==> config.mk <==
export PLATFORM = sky130hd
export DESIGN_NAME = inst_fetch_unit
export DESIGN_NICKNAME = d
export VERILOG_FILES = /design/src/rtl/rv_fetch_pkg.sv /design/src/rtl/ifu_inst_queue.sv /design/src/rtl/inst_fetch_unit.sv
export SDC_FILE = /design/constraint.sdc
export NUM_CORES = 1
export LEC_CHECK = 0
export BUFFER_PORTS_ARGS = -buffer_cell sky130_fd_sc_hd__buf_2
export CAP_MARGIN = 40
export CORE_ASPECT_RATIO = 0.5
export CORE_MARGIN = 2
export CORE_UTILIZATION = 42
export CTS_BUF_LIST = sky130_fd_sc_hd__clkbuf_8 sky130_fd_sc_hd__clkbuf_16
export DETAILED_ROUTE_END_ITERATION = 10
export PLACE_DENSITY_LB_ADDON = 0.1
export SLEW_MARGIN = 20
export SYNTH_ARGS = -nofsm -noshare
export SYNTH_HDL_FRONTEND = slang
export SYNTH_SLANG_ARGS = --single-unit
==> constraint.sdc <==
create_clock -name clk -period 3.52 [get_ports clk]
set_input_delay 0.528 -clock clk [delete_from_list [all_inputs] [get_ports clk]]
set_output_delay 0.528 -clock clk [all_outputs]
set_load 0.005 [all_outputs]
==> src/rtl/rv_fetch_pkg.sv <==
// Shared constants and types for the instruction fetch slice.
package rv_fetch_pkg;

    localparam int unsigned PC_WIDTH         = 32;
    localparam int unsigned INST_WIDTH       = 32;
    localparam logic [31:0] RESET_PC_DEFAULT = 32'h0000_0000;
    localparam logic [31:0] PC_STEP          = 32'd4;
    localparam logic [31:0] INST_NOP         = 32'h0000_0013;

    typedef struct packed {
        logic [PC_WIDTH-1:0]   pc;
        logic [INST_WIDTH-1:0] inst;
    } fetch_entry_t;

    typedef enum logic {
        FETCH_RUN,
        FETCH_HALT
    } fetch_state_t;

endpackage

==> src/rtl/ifu_inst_queue.sv <==
// Synchronous FIFO of fetched {pc, inst} entries; head is read straight
// from the storage registers. Flush empties the queue and wins over push/pop.
module ifu_inst_queue #(
    parameter int unsigned DEPTH  = 2,
    parameter int unsigned DATA_W = 64
)(
    input  logic              clk,
    input  logic              rst,
    input  logic              flush,
    input  logic              push,
    input  logic [DATA_W-1:0] push_data,
    input  logic              pop,
    output logic              full,
    output logic              empty,
    output logic [DATA_W-1:0] head
);

    localparam int unsigned AW = $clog2(DEPTH);
    localparam logic [AW:0] FULL_CNT = (AW+1)'(DEPTH);

    logic [DATA_W-1:0] mem [DEPTH];
    logic [AW-1:0]     wr_ptr;
    logic [AW-1:0]     rd_ptr;
    logic [AW:0]       count;
    logic              do_push;
    logic              do_pop;

    // A push into a full queue is accepted only when the head leaves in the same cycle.
    always_comb begin
        do_pop  = pop && (count != '0);
        do_push = push && ((count != FULL_CNT) || do_pop);
    end

    // Storage, pointers and occupancy; reset also clears storage so head reads zero.
    always_ff @(posedge clk) begin
        if (rst) begin
            wr_ptr <= '0;
            rd_ptr <= '0;
            count  <= '0;
            for (int unsigned i = 0; i < DEPTH; i++) begin
                mem[i] <= '0;
            end
        end else if (flush) begin
            wr_ptr <= '0;
            rd_ptr <= '0;
            count  <= '0;
        end else begin
            if (do_push) begin
                mem[wr_ptr] <= push_data;
                wr_ptr      <= wr_ptr + 1'b1;
            end
            if (do_pop) begin
                rd_ptr <= rd_ptr + 1'b1;
            end
            case ({do_push, do_pop})
                2'b10:   count <= count + 1'b1;
                2'b01:   count <= count - 1'b1;
                default: count <= count;
            endcase
        end
    end

    // Status flags and head entry.
    always_comb begin
        full  = (count == FULL_CNT);
        empty = (count == '0);
        head  = mem[rd_ptr];
    end

endmodule

==> src/rtl/inst_fetch_unit.sv <==
// Instruction fetch unit: owns the fetch PC, addresses the combinational
// instruction memory and queues fetched words toward decode.
// Optional feature macro: IFU_MISALIGN_TRAP_EN (misaligned redirect traps and
// halts fetch); when undefined, redirect targets are forced word aligned.
module inst_fetch_unit
    import rv_fetch_pkg::*;
#(
    parameter int unsigned                PC_WIDTH_LENGTH   = PC_WIDTH,
    parameter int unsigned                INST_WIDTH_LENGTH = INST_WIDTH,
    parameter logic [PC_WIDTH_LENGTH-1:0] RESET_PC          = PC_WIDTH_LENGTH'(RESET_PC_DEFAULT),
    parameter int unsigned                QUEUE_DEPTH       = 2
)(
    input  logic                         clk,
    input  logic                         rst,
    output logic [PC_WIDTH_LENGTH-1:0]   imem_pc,
    input  logic [INST_WIDTH_LENGTH-1:0] imem_inst,
    input  logic                         redirect_valid,
    input  logic [PC_WIDTH_LENGTH-1:0]   redirect_pc,
    output logic                         dec_valid,
    output logic [INST_WIDTH_LENGTH-1:0] dec_inst,
    output logic [PC_WIDTH_LENGTH-1:0]   dec_pc,
    input  logic                         dec_ready,
    output logic                         fault,
    output logic [PC_WIDTH_LENGTH-1:0]   fault_pc
);

    localparam int unsigned PCW = PC_WIDTH_LENGTH;
    localparam int unsigned IW  = INST_WIDTH_LENGTH;
    localparam int unsigned EW  = PCW + IW;

    localparam logic [PCW-1:0] STEP       = PCW'(PC_STEP);
    localparam logic [PCW-1:0] ALIGN_MASK = {{(PCW-2){1'b1}}, 2'b00};

    fetch_state_t   state;
    fetch_state_t   state_nxt;
    logic [PCW-1:0] fetch_pc;
    logic [PCW-1:0] fetch_pc_nxt;
    logic [PCW-1:0] redirect_tgt;
    logic           redirect_bad;

    logic           q_flush;
    logic           q_push;
    logic           q_pop;
    logic           q_full;
    logic           q_empty;
    logic [EW-1:0]  q_head;

`ifdef IFU_MISALIGN_TRAP_EN
    logic [PCW-1:0] fault_pc_q;

    // Misaligned targets are trapped rather than loaded.
    always_comb begin
        redirect_bad = (redirect_pc[1:0] != 2'b00);
        redirect_tgt = redirect_pc;
    end

    // Latch the offending address of the most recent misaligned redirect.
    always_ff @(posedge clk) begin
        if (rst) begin
            fault_pc_q <= '0;
        end else if (redirect_valid && redirect_bad) begin
            fault_pc_q <= redirect_pc;
        end
    end

    // Fault is sticky for as long as fetch is halted.
    always_comb begin
        fault    = (state == FETCH_HALT);
        fault_pc = fault_pc_q;
    end
`else
    // Low address bits of the target are dropped; a fault is never raised.
    always_comb begin
        redirect_bad = 1'b0;
        redirect_tgt = redirect_pc & ALIGN_MASK;
        fault        = 1'b0;
        fault_pc     = '0;
    end
`endif

    // Fetch state and PC register.
    always_ff @(posedge clk) begin
        if (rst) begin
            state    <= FETCH_RUN;
            fetch_pc <= RESET_PC;
        end else begin
            state    <= state_nxt;
            fetch_pc <= fetch_pc_nxt;
        end
    end

    // Next-state: redirect flushes and overrides push/pop; otherwise fetch
    // sequentially while the queue has room or its head drains this cycle.
    always_comb begin
        state_nxt    = state;
        fetch_pc_nxt = fetch_pc;
        q_flush      = 1'b0;
        q_push       = 1'b0;
        q_pop        = 1'b0;
        if (redirect_valid) begin
            q_flush = 1'b1;
            if (redirect_bad) begin
                state_nxt = FETCH_HALT;
            end else begin
                state_nxt    = FETCH_RUN;
                fetch_pc_nxt = redirect_tgt;
            end
        end else begin
            q_pop = dec_valid && dec_ready;
            if ((state == FETCH_RUN) && (!q_full || q_pop)) begin
                q_push       = 1'b1;
                fetch_pc_nxt = fetch_pc + STEP;
            end
        end
    end

    ifu_inst_queue #(
        .DEPTH  (QUEUE_DEPTH),
        .DATA_W (EW)
    ) u_queue (
        .clk       (clk),
        .rst       (rst),
        .flush     (q_flush),
        .push      (q_push),
        .push_data ({fetch_pc, imem_inst}),
        .pop       (q_pop),
        .full      (q_full),
        .empty     (q_empty),
        .head      (q_head)
    );

    // Memory address and decode-side view of the queue head.
    always_comb begin
        imem_pc   = fetch_pc;
        dec_valid = !q_empty;
        dec_pc    = q_head[EW-1:IW];
        dec_inst  = q_head[IW-1:0];
    end

endmodule

==> results of run 1 <==
where the power goes:
part	total (uW)	switching [uW]	leakage [uW]	internal (uW)
registers	2230	80.9	0.00161	2150
clock network	1880	768	0.000293	1120
logic	437	229	0.00191	209
metal layers:
metal  up-vias  track usage, %
met4         0            4.60
met5         -               0
met3        12            3.70
met1      2619            26.3
met2       152            29.6
li1       2581               -
synthesized netlist by cell type (all sizes together) (3+ instances only):
| cell type | number |
|---|---|
| edfxtp | 124 |
| a2111oi | 5 |
| a311oi | 9 |
| clkbuf | 40 |
| or3 | 3 |
| xnor2 | 9 |
| o31ai | 7 |
| o211ai | 3 |
| nand2 | 19 |
| dfxtp | 35 |
| or4 | 7 |
| and2 | 127 |
| a32oi | 3 |
| buf | 41 |
| nand3 | 17 |
| and4 | 4 |
| nand4 | 13 |
| a311o | 3 |
| ha | 3 |
| nor2 | 27 |
| a21oi | 8 |
| and3 | 13 |
| inv | 8 |
| nor4 | 10 |
| nor3 | 7 |
| nand2b | 4 |
| mux2 | 62 |
| nor2b | 3 |
| a211oi | 11 |
worst max-delay path by stage:
stage,to,cells after the start,slack (ps),startpoint
2_1_floorplan,u_queue.mem[0][0]$_SDFFCE_PN0P_,4,470,rst
5_1_grt,imem_pc[22]$_SDFFE_PP0P_,6,720,u_queue.count[0]$_SDFFE_PP0P_
4_1_cts,u_queue.mem[1][30]$_SDFFCE_PN0P_,7,970,u_queue.count[0]$_SDFFE_PP0P_
6_report,imem_pc[13]$_SDFFE_PP0P_,6,960,u_queue.count[0]$_SDFFE_PP0P_
3_5_place_dp,u_queue.mem[1][12]$_SDFFCE_PN0P_,7,990,u_queue.count[0]$_SDFFE_PP0P_
3_3_place_gp,u_queue.mem[1][12]$_SDFFCE_PN0P_,6,870,u_queue.count[0]$_SDFFE_PP0P_
tightest hold or removal path: cells and delay by family:
kind	cells	cell delay, ps
AO/OA/AOI/OAI	1	50
buffers and inverters	1	90
AND/OR/NAND/NOR	1	70
logic make-up (layout without fill, tap and decap cells):
kind of cell	Yosys count	after routing	share of synthesized area (%)
and+or+nand+nor	259	259	19.4
DFF	159	159	57.1
buffers and inverters	90	208	6.18
AOI/OAI and AO/OA	64	64	6.52
muxes	63	63	9.14
xor gates and xnor gates	10	10	1.13
adders and majority gates	3	3	0.484
other	1	37	0.0484
state kept, by name (all words and copies together) (netlist names), named ones only:
name	flops
imem_pc	30
u_queue.count	2
u_queue.mem	124
u_queue.rd_ptr	1
u_queue.wr_ptr	1
layout make-up:
type	instances	share of cell area [%]
multi-input combinational	436	32.3
sequential	159	47.8
clock buffer	17	4.60
timing repair buffer	167	9.82
clock inverter	15	1.85
tap	240	3.25
inverter	9	0.365
stage by stage:
stage	util (%)	hold WS [ps]	setup WS [ps]
2_1_floorplan	-	472	472
6_report	50.8	359	957
3_5_place_dp	47.5	498	994
5_1_grt	50.8	364	716
3_3_place_gp	47.2	485	873
4_1_cts	50.8	346	969
==> results.sh, run 1 <==
export IMPL_status="completed"
export IMPL_worstSetupPathType="flip-flop to flip-flop"
export IMPL_cts_buffers_inserted=17
export IMPL_synthDistinctLibCells=52
export IMPL_vias_per_cell=5.14
export IMPL_fin_crit_ps=2560
export IMPL_grt_pass1_wl_um=27900
export IMPL_power_uw=4550
export IMPL_num_rows=35
export IMPL_fin_area_sq_mm=0.00925
export IMPL_crit_path_start_kind="flip-flop"
export IMPL_crit_family="simple AND/OR/NAND/NOR gates"
export IMPL_final_cell_mix="buf_2 (158), and2_1 (126), edfxtp_1 (124)"
export IMPL_gr_usage_all_layers_pct=18.6
export IMPL_syn_to_final_growth_pct=19.4
export IMPL_synth_ff_type="edfxtp_1"
export IMPL_multi_input_area_sq_mm=0.00299
export IMPL_clock_latency_ps=410
export IMPL_drc=0
export IMPL_p_per_area_mw_per_mm2=492
export IMPL_drive_gt1_share_pct=33.0
export IMPL_netlist_area_sq_mm=0.00775
export IMPL_holdPathEnd="imem_pc[31]$_SDFFE_PP0P_"
export IMPL_hold_buffers=0
export IMPL_cts_resized_gates=0
export IMPL_clock_root_buffer="clkbuf_16"
export IMPL_final_common_cell="buf_2"
export IMPL_drt_iter0_drc=405
export IMPL_hp_start="redirect_pc[31]"
export IMPL_dr_wl_met2_um=8340
export IMPL_max_freq_mhz=390
export IMPL_crit_fanout=23
export IMPL_wl_um=18200
export IMPL_wl_per_cell_um=17.5
export IMPL_crit_chain="inv_1 -> ha_1 -> nand2b_1 -> a21o_1 -> or4_1 -> a311oi_1"
export IMPL_core_sq_mm=0.0182
export IMPL_p_leak_uw=0.00382
export IMPL_routabilityCongestion=0.757
export IMPL_tns_ps=0
export IMPL_die_x_um=196
export IMPL_synth_top_cells_by_area="edfxtp_1 (48%), and2_1 (10%), dfxtp_1 (9.0%)"
export IMPL_dpl_cell_area_sq_mm=0.00865
export IMPL_r2r_slack_ps=960
export IMPL_seq_area_frac_synth_pct=57.1
export IMPL_layout_nets=861
export IMPL_cp_slowest_cell="or4_1"
export IMPL_start_util_pct=42.5
export IMPL_reg2reg_depth=6
export IMPL_r2r_end="imem_pc[13]$_SDFFE_PP0P_"
export IMPL_whs_path_depth=3
export IMPL_rsz0062_at_grt="false"
export IMPL_seq_area_sq_mm=0.00443
export IMPL_cts_setup_buffers=0
export IMPL_dieArea_sq_mm=0.0196
export IMPL_holdCritPathClass="primary input to flip-flop"
export IMPL_worstPathRequired_ps=3840
export IMPL_ios=198
export IMPL_overflow=0
export IMPL_drt_pass1_iterations=4
export IMPL_syn_area_per_cell_sq_um=11.9
export IMPL_ys_async_sr_fraction_pct=0
export IMPL_yosysWarningCount=0
export IMPL_hpwlAfterDp_um=11500
export IMPL_die_h_um=100
export IMPL_synth_top_area_share_pct=48.1
export IMPL_path_clk_slew_ps=70
export IMPL_slew_headroom_pct=46.2
export IMPL_clockBufferDepth=2
export IMPL_grt_pass1_vias=5133
export IMPL_cts_htree_levels=4
export IMPL_wl_met3_um=811
export IMPL_cp_num_buf_inv=1
export IMPL_placed_cells=1011
export IMPL_tritoncts="done"
export IMPL_antenna_found_initial=0
export IMPL_vias=5364
export IMPL_diodes=0
export IMPL_io_buffers=158
export IMPL_r2r_start="u_queue.count[0]$_SDFFE_PP0P_"
export IMPL_ys_ff_latch=159
export IMPL_synth_top_area_cell="edfxtp_1"
export IMPL_cpPeakStageDelay_ps=610
export IMPL_cts_sinks=159
export IMPL_top_layer="met4"
export IMPL_finalHoldViolations=0
export IMPL_maxSlewViolCount=0
export IMPL_grt_max_degree=63
export IMPL_tightest_slew_ps=807
export IMPL_endpoint_kind="flip-flop"
export IMPL_peakVddDrop_mv=0.341
export IMPL_skew_ps=9.49
export IMPL_stdcell_count=1043
export IMPL_syn_inst=649
export IMPL_drv_cap=0
export IMPL_worstPathArrival_ps=2880
export IMPL_wl_met1_um=8930
export IMPL_setup_viol=0
export IMPL_period_share_pct=72.8
export IMPL_num_fill_cells=1641
export IMPL_postRouteAntennaNets=0
export IMPL_synth_edf_count=124
Power figures use the tool's default switching activity.
==> run 2, diff against run 1 <==
==> constraint.sdc (replaced) <==
create_clock -name clk -period 2.4 [get_ports clk]
set_input_delay 0.36 -clock clk [delete_from_list [all_inputs] [get_ports clk]]
set_output_delay 0.36 -clock clk [all_outputs]
set_load 0.005 [all_outputs]
==> results.sh, run 2 (same netlist as run 1, synthesis figures left out) <==
export IMPL_drv_cap=0
export IMPL_status="completed"
export IMPL_period_share_pct=89.0
export IMPL_finalHoldViolations=0
export IMPL_grt_pass1_wl_um=29300
export IMPL_largest_register_ffs=124
export IMPL_stdcell_count=1064
export IMPL_grt_use_met1_pct=26.8
export IMPL_drive_gt1_share_pct=34.7
export IMPL_endpoint_kind="flip-flop"
export IMPL_drc=0
export IMPL_diodes=0
export IMPL_num_rows=35
export IMPL_placed_cells=1032
export IMPL_io_buffers=158
export IMPL_gr_usage_all_layers_pct=19.5
export IMPL_crit_fanout=62
export IMPL_skew_ps=10.2
export IMPL_dieArea_sq_mm=0.0196
export IMPL_clock_root_buffer="clkbuf_16"
export IMPL_wl_um=18700
export IMPL_drt_iter0_drc=268
export IMPL_max_freq_mhz=468
export IMPL_cts_htree_levels=4
export IMPL_worstPathArrival_ps=2410
export IMPL_wl_per_cell_um=17.6
export IMPL_p_per_area_mw_per_mm2=692
export IMPL_antenna_found_initial=0
export IMPL_crit_path_start_kind="flip-flop"
export IMPL_final_common_cell="buf_2"
export IMPL_cts_sinks=159
export IMPL_vias_per_cell=5.19
export IMPL_core_sq_mm=0.0182
export IMPL_peakVddDrop_mv=0.476
export IMPL_setup_viol=0
export IMPL_grt_busiest_layer="met2"
export IMPL_holdCritPathClass="primary input to flip-flop"
export IMPL_die_h_um=100
export IMPL_maxSlewViolCount=0
export IMPL_hold_buffers=0
export IMPL_postRouteAntennaNets=0
export IMPL_layout_nets=882
export IMPL_grt_pass1_vias=5297
export IMPL_p_leak_uw=0.00390
export IMPL_syn_to_final_growth_pct=21.3
export IMPL_tns_ps=0
export IMPL_start_util_pct=42.5
export IMPL_top_register="u_queue.mem"
export IMPL_clockBufferDepth=2
export IMPL_fin_crit_ps=2140
export IMPL_tritoncts="done"
export IMPL_ios=198
export IMPL_grt_util_met3_pct=3.63
export IMPL_clock_latency_ps=420
export IMPL_overflow=0
export IMPL_path_clk_slew_ps=70
export IMPL_rsz0062_at_grt="false"
export IMPL_power_uw=6500
export IMPL_routabilityCongestion=0.805
export IMPL_final_cell_mix="buf_2 (158), and2_1 (126), edfxtp_1 (124)"
export IMPL_worstSetupPathType="flip-flop to flip-flop"
export IMPL_worstPathRequired_ps=2680
export IMPL_tightest_slew_ps=596
export IMPL_slew_headroom_pct=60.3
export IMPL_cts_setup_buffers=0
export IMPL_met2_usage_pct=31.9
export IMPL_drt_pass1_iterations=5
export IMPL_cts_buffers_inserted=17
export IMPL_die_x_um=196
export IMPL_hpwlAfterDp_um=12400
export IMPL_vias=5521
export IMPL_grt_max_degree=63
-- run 2: cell count changes in the layout (fill, tap and decap cells not counted), sizes merged --
cell      delta
buf         +21
bufinv       -2
clkinvlp     +2
-- run 2: layer usage --
layer  share of wire (%)  vias up
li1                    -     2621
met1                  48     2710
met2                  46      174
met3                 5.1       16
met4                0.92        0
met5                   0        -
-- run 2: path summary, 6_finish.rpt --
path / startpoint / endpoint / slack (ps) / cells past startpoint
worst max-delay path: u_queue.count[0]$_SDFFE_PP0P_ / u_queue.mem[1][3]$_SDFFCE_PN0P_ / 260 / 7
worst min-delay path: redirect_pc[31] / imem_pc[31]$_SDFFE_PP0P_ / 190 / 3
worst max register to register: u_queue.count[0]$_SDFFE_PP0P_ / u_queue.mem[1][3]$_SDFFCE_PN0P_ / 260 / 7
worst min register to register: u_queue.rd_ptr$_SDFFE_PP0P_ / u_queue.rd_ptr$_SDFFE_PP0P_ / 510 / 2
-- run 2: what timing repair did --
| item | 4_1_cts | 5_1_grt |
|---|---|---|
| resized for setup | 0 | 2 |
| setup endpoints to repair | 0 | 1 |
| endpoints found under the hold margin | 0 | 0 |
-- run 2: stage by stage --
step	util (%)	cell area [sq um]	worst slack (ps)	hold slack [ps]
after CTS	51.6	9400	234	165
after floorplan	-	7890	43.0	472
after global routing	51.6	9400	26.9	186
after detailed placement	48.6	8850	262	498
final	51.6	9400	263	186
after global placement	48.6	8850	303	490
-- run 2: cell type report --
cell class | count | area, sq um
flip-flops and latches | 159 | 4430
fillers | 1649 | 8820
well taps | 240 | 300
inverters | 9 | 33.8
clock inverters | 15 | 123
clock buffers | 17 | 425
repair buffers | 188 | 1100
multi-input cells | 436 | 2990
-- run 2: critical path, cell delays in order, from the launching register on --
cell	delay [ps]
dfxtp_1	350
inv_1	70
ha_1	200
nand2b_1	250
nand2_1	180
and3_2	210
buf_4	490
and2_1	230
-- run 2: where the power goes --
part	switching (uW)	internal [uW]
sequential	112	3160
clock	1130	1420
combinational	352	330
total	1600	4910
==> run 3, diff against run 2 <==
--- a/config.mk
+++ b/config.mk
@@ -10,7 +10,7 @@
 export CORE_ASPECT_RATIO = 0.5
 export CORE_MARGIN = 2
 export CORE_UTILIZATION = 42
-export CTS_BUF_LIST = sky130_fd_sc_hd__clkbuf_8 sky130_fd_sc_hd__clkbuf_16
+export CTS_BUF_LIST = sky130_fd_sc_hd__clkbuf_4 sky130_fd_sc_hd__clkbuf_8
 export DETAILED_ROUTE_END_ITERATION = 10
 export PLACE_DENSITY_LB_ADDON = 0.1
 export SLEW_MARGIN = 20
==> results.sh, run 3 (same netlist as run 1, synthesis figures left out) <==
export IMPL_status="completed"
export IMPL_core_sq_mm=0.0182
export IMPL_maxSlewViolCount=0
export IMPL_die_h_um=100
export IMPL_grt_pass1_vias=5318
export IMPL_fin_area_sq_mm=0.00922
export IMPL_final_common_cell="buf_2"
export IMPL_top_register="u_queue.mem"
export IMPL_hpwlAfterDp_um=12400
export IMPL_max_freq_mhz=466
export IMPL_postRouteAntennaNets=0
export IMPL_switching_share_pct=25.8
export IMPL_cts_buffers_inserted=17
export IMPL_overflow=0
export IMPL_drt_pass1_iterations=7
export IMPL_tritoncts="done"
export IMPL_diodes=0
export IMPL_layout_nets=882
export IMPL_tightest_slew_ps=607
export IMPL_drv_cap=0
export IMPL_r2r_slack_ps=250
export IMPL_skew_ps=15.5
export IMPL_netSwitchingPower_uw=1500
export IMPL_cts_sinks=159
export IMPL_routabilityCongestion=0.805
export IMPL_grt_max_degree=63
export IMPL_holdCritPathClass="primary input to flip-flop"
export IMPL_antenna_found_initial=0
export IMPL_dieArea_sq_mm=0.0196
export IMPL_vias_per_cell=5.15
export IMPL_setup_viol=0
export IMPL_path_clk_slew_ps=90
export IMPL_p_per_area_mw_per_mm2=632
export IMPL_die_x_um=196
export IMPL_cts_setup_buffers=0
export IMPL_drc=0
export IMPL_hold_buffers=0
export IMPL_crit_path_start_kind="flip-flop"
export IMPL_final_cell_mix="buf_2 (158), and2_1 (126), edfxtp_1 (124)"
export IMPL_drt_iter0_drc=263
export IMPL_drive_gt1_share_pct=35.1
export IMPL_cts_htree_levels=4
export IMPL_comb_power_share_pct=11.7
export IMPL_slew_headroom_pct=59.5
export IMPL_wl_um=18700
export IMPL_worstSetupPathType="flip-flop to flip-flop"
export IMPL_io_buffers=158
export IMPL_vias=5480
export IMPL_start_util_pct=42.5
export IMPL_period_share_pct=89.5
export IMPL_syn_to_final_growth_pct=18.9
export IMPL_rsz0062_at_grt="false"
export IMPL_clockBufferDepth=2
export IMPL_worstPathRequired_ps=2700
export IMPL_seqPwrFrac_pct=56.0
export IMPL_ios=198
export IMPL_grt_pass1_wl_um=29100
export IMPL_cts_resized_gates=0
export IMPL_worstPathArrival_ps=2450
export IMPL_num_rows=35
export IMPL_tns_ps=0
export IMPL_p_leak_uw=0.00381
export IMPL_endpoint_kind="flip-flop"
export IMPL_fin_crit_ps=2150
export IMPL_peakVddDrop_mv=0.342
export IMPL_num_fill_cells=1672
export IMPL_hold_ws_ps=162
export IMPL_gr_usage_all_layers_pct=19.3
export IMPL_clkPwrFrac_pct=32.3
export IMPL_finalHoldViolations=0
export IMPL_crit_fanout=62
export IMPL_largest_register_ffs=124
export IMPL_clock_root_buffer="clkbuf_8"
export IMPL_internal_power_uw=4320
export IMPL_clock_latency_ps=440
export IMPL_wl_per_cell_um=17.6
export IMPL_dpl_cell_area_sq_mm=0.00885
## run 3: cell type report
cell class / instances / area, sq um / share of cell area (%)
inverter: 9 / 33.8 / 0.367
timing repair buffer: 188 / 1100 / 12.0
clock inverter: 13 / 115 / 1.25
sequential: 159 / 4430 / 48.0
multi-input combinational: 436 / 2990 / 32.4
tap: 240 / 300 / 3.26
clock buffer: 19 / 249 / 2.70
## run 3: critical path, stage by stage (launching register included)
cell	delay, ps
dfxtp_1	360
inv_1	70
ha_1	200
nand2b_1	240
nand2_1	180
and3_2	210
buf_4	500
and2_1	230
## run 3: worst paths after layout
kind	depth (start not counted)	startpoint	to
max	7	u_queue.count[0]$_SDFFE_PP0P_	u_queue.mem[1][3]$_SDFFCE_PN0P_
min reg2reg	2	u_queue.rd_ptr$_SDFFE_PP0P_	u_queue.rd_ptr$_SDFFE_PP0P_
max reg2reg	7	u_queue.count[0]$_SDFFE_PP0P_	u_queue.mem[1][3]$_SDFFCE_PN0P_
min	3	redirect_pc[31]	imem_pc[31]$_SDFFE_PP0P_
## run 3: per-stage QoR
step | utilization [%] | instances | total power, uW | setup slack (ps)
3_5_place_dp | 48.6 | 1032 | 4020 | 262
3_3_place_gp | 48.6 | 1032 | 4000 | 303
5_1_grt | 50.6 | 1064 | 6090 | 29.6
4_1_cts | 50.6 | 1064 | 5890 | 219
6_report | 50.6 | 1064 | 5830 | 253
2_1_floorplan | - | 685 | 3690 | 43.0
## run 3: power by group through the flow
stage	sequential [uW]	clock [uW]	combinational, uW
2_1_floorplan	3290	0	406
3_3_place_gp	3320	0	687
3_5_place_dp	3330	0	691
4_1_cts	3260	1930	694
5_1_grt	3290	2050	754
6_report	3260	1880	682
## run 3: layer usage
layer  vias to the layer above  routed length, um  GRT usage [%]
li1                       2620                  -              -
met1                      2692               9040           26.8
met2                       156               8650           31.6
met3                        12                901           3.39
met4                         0                 97           5.13
met5                         -                  0              0
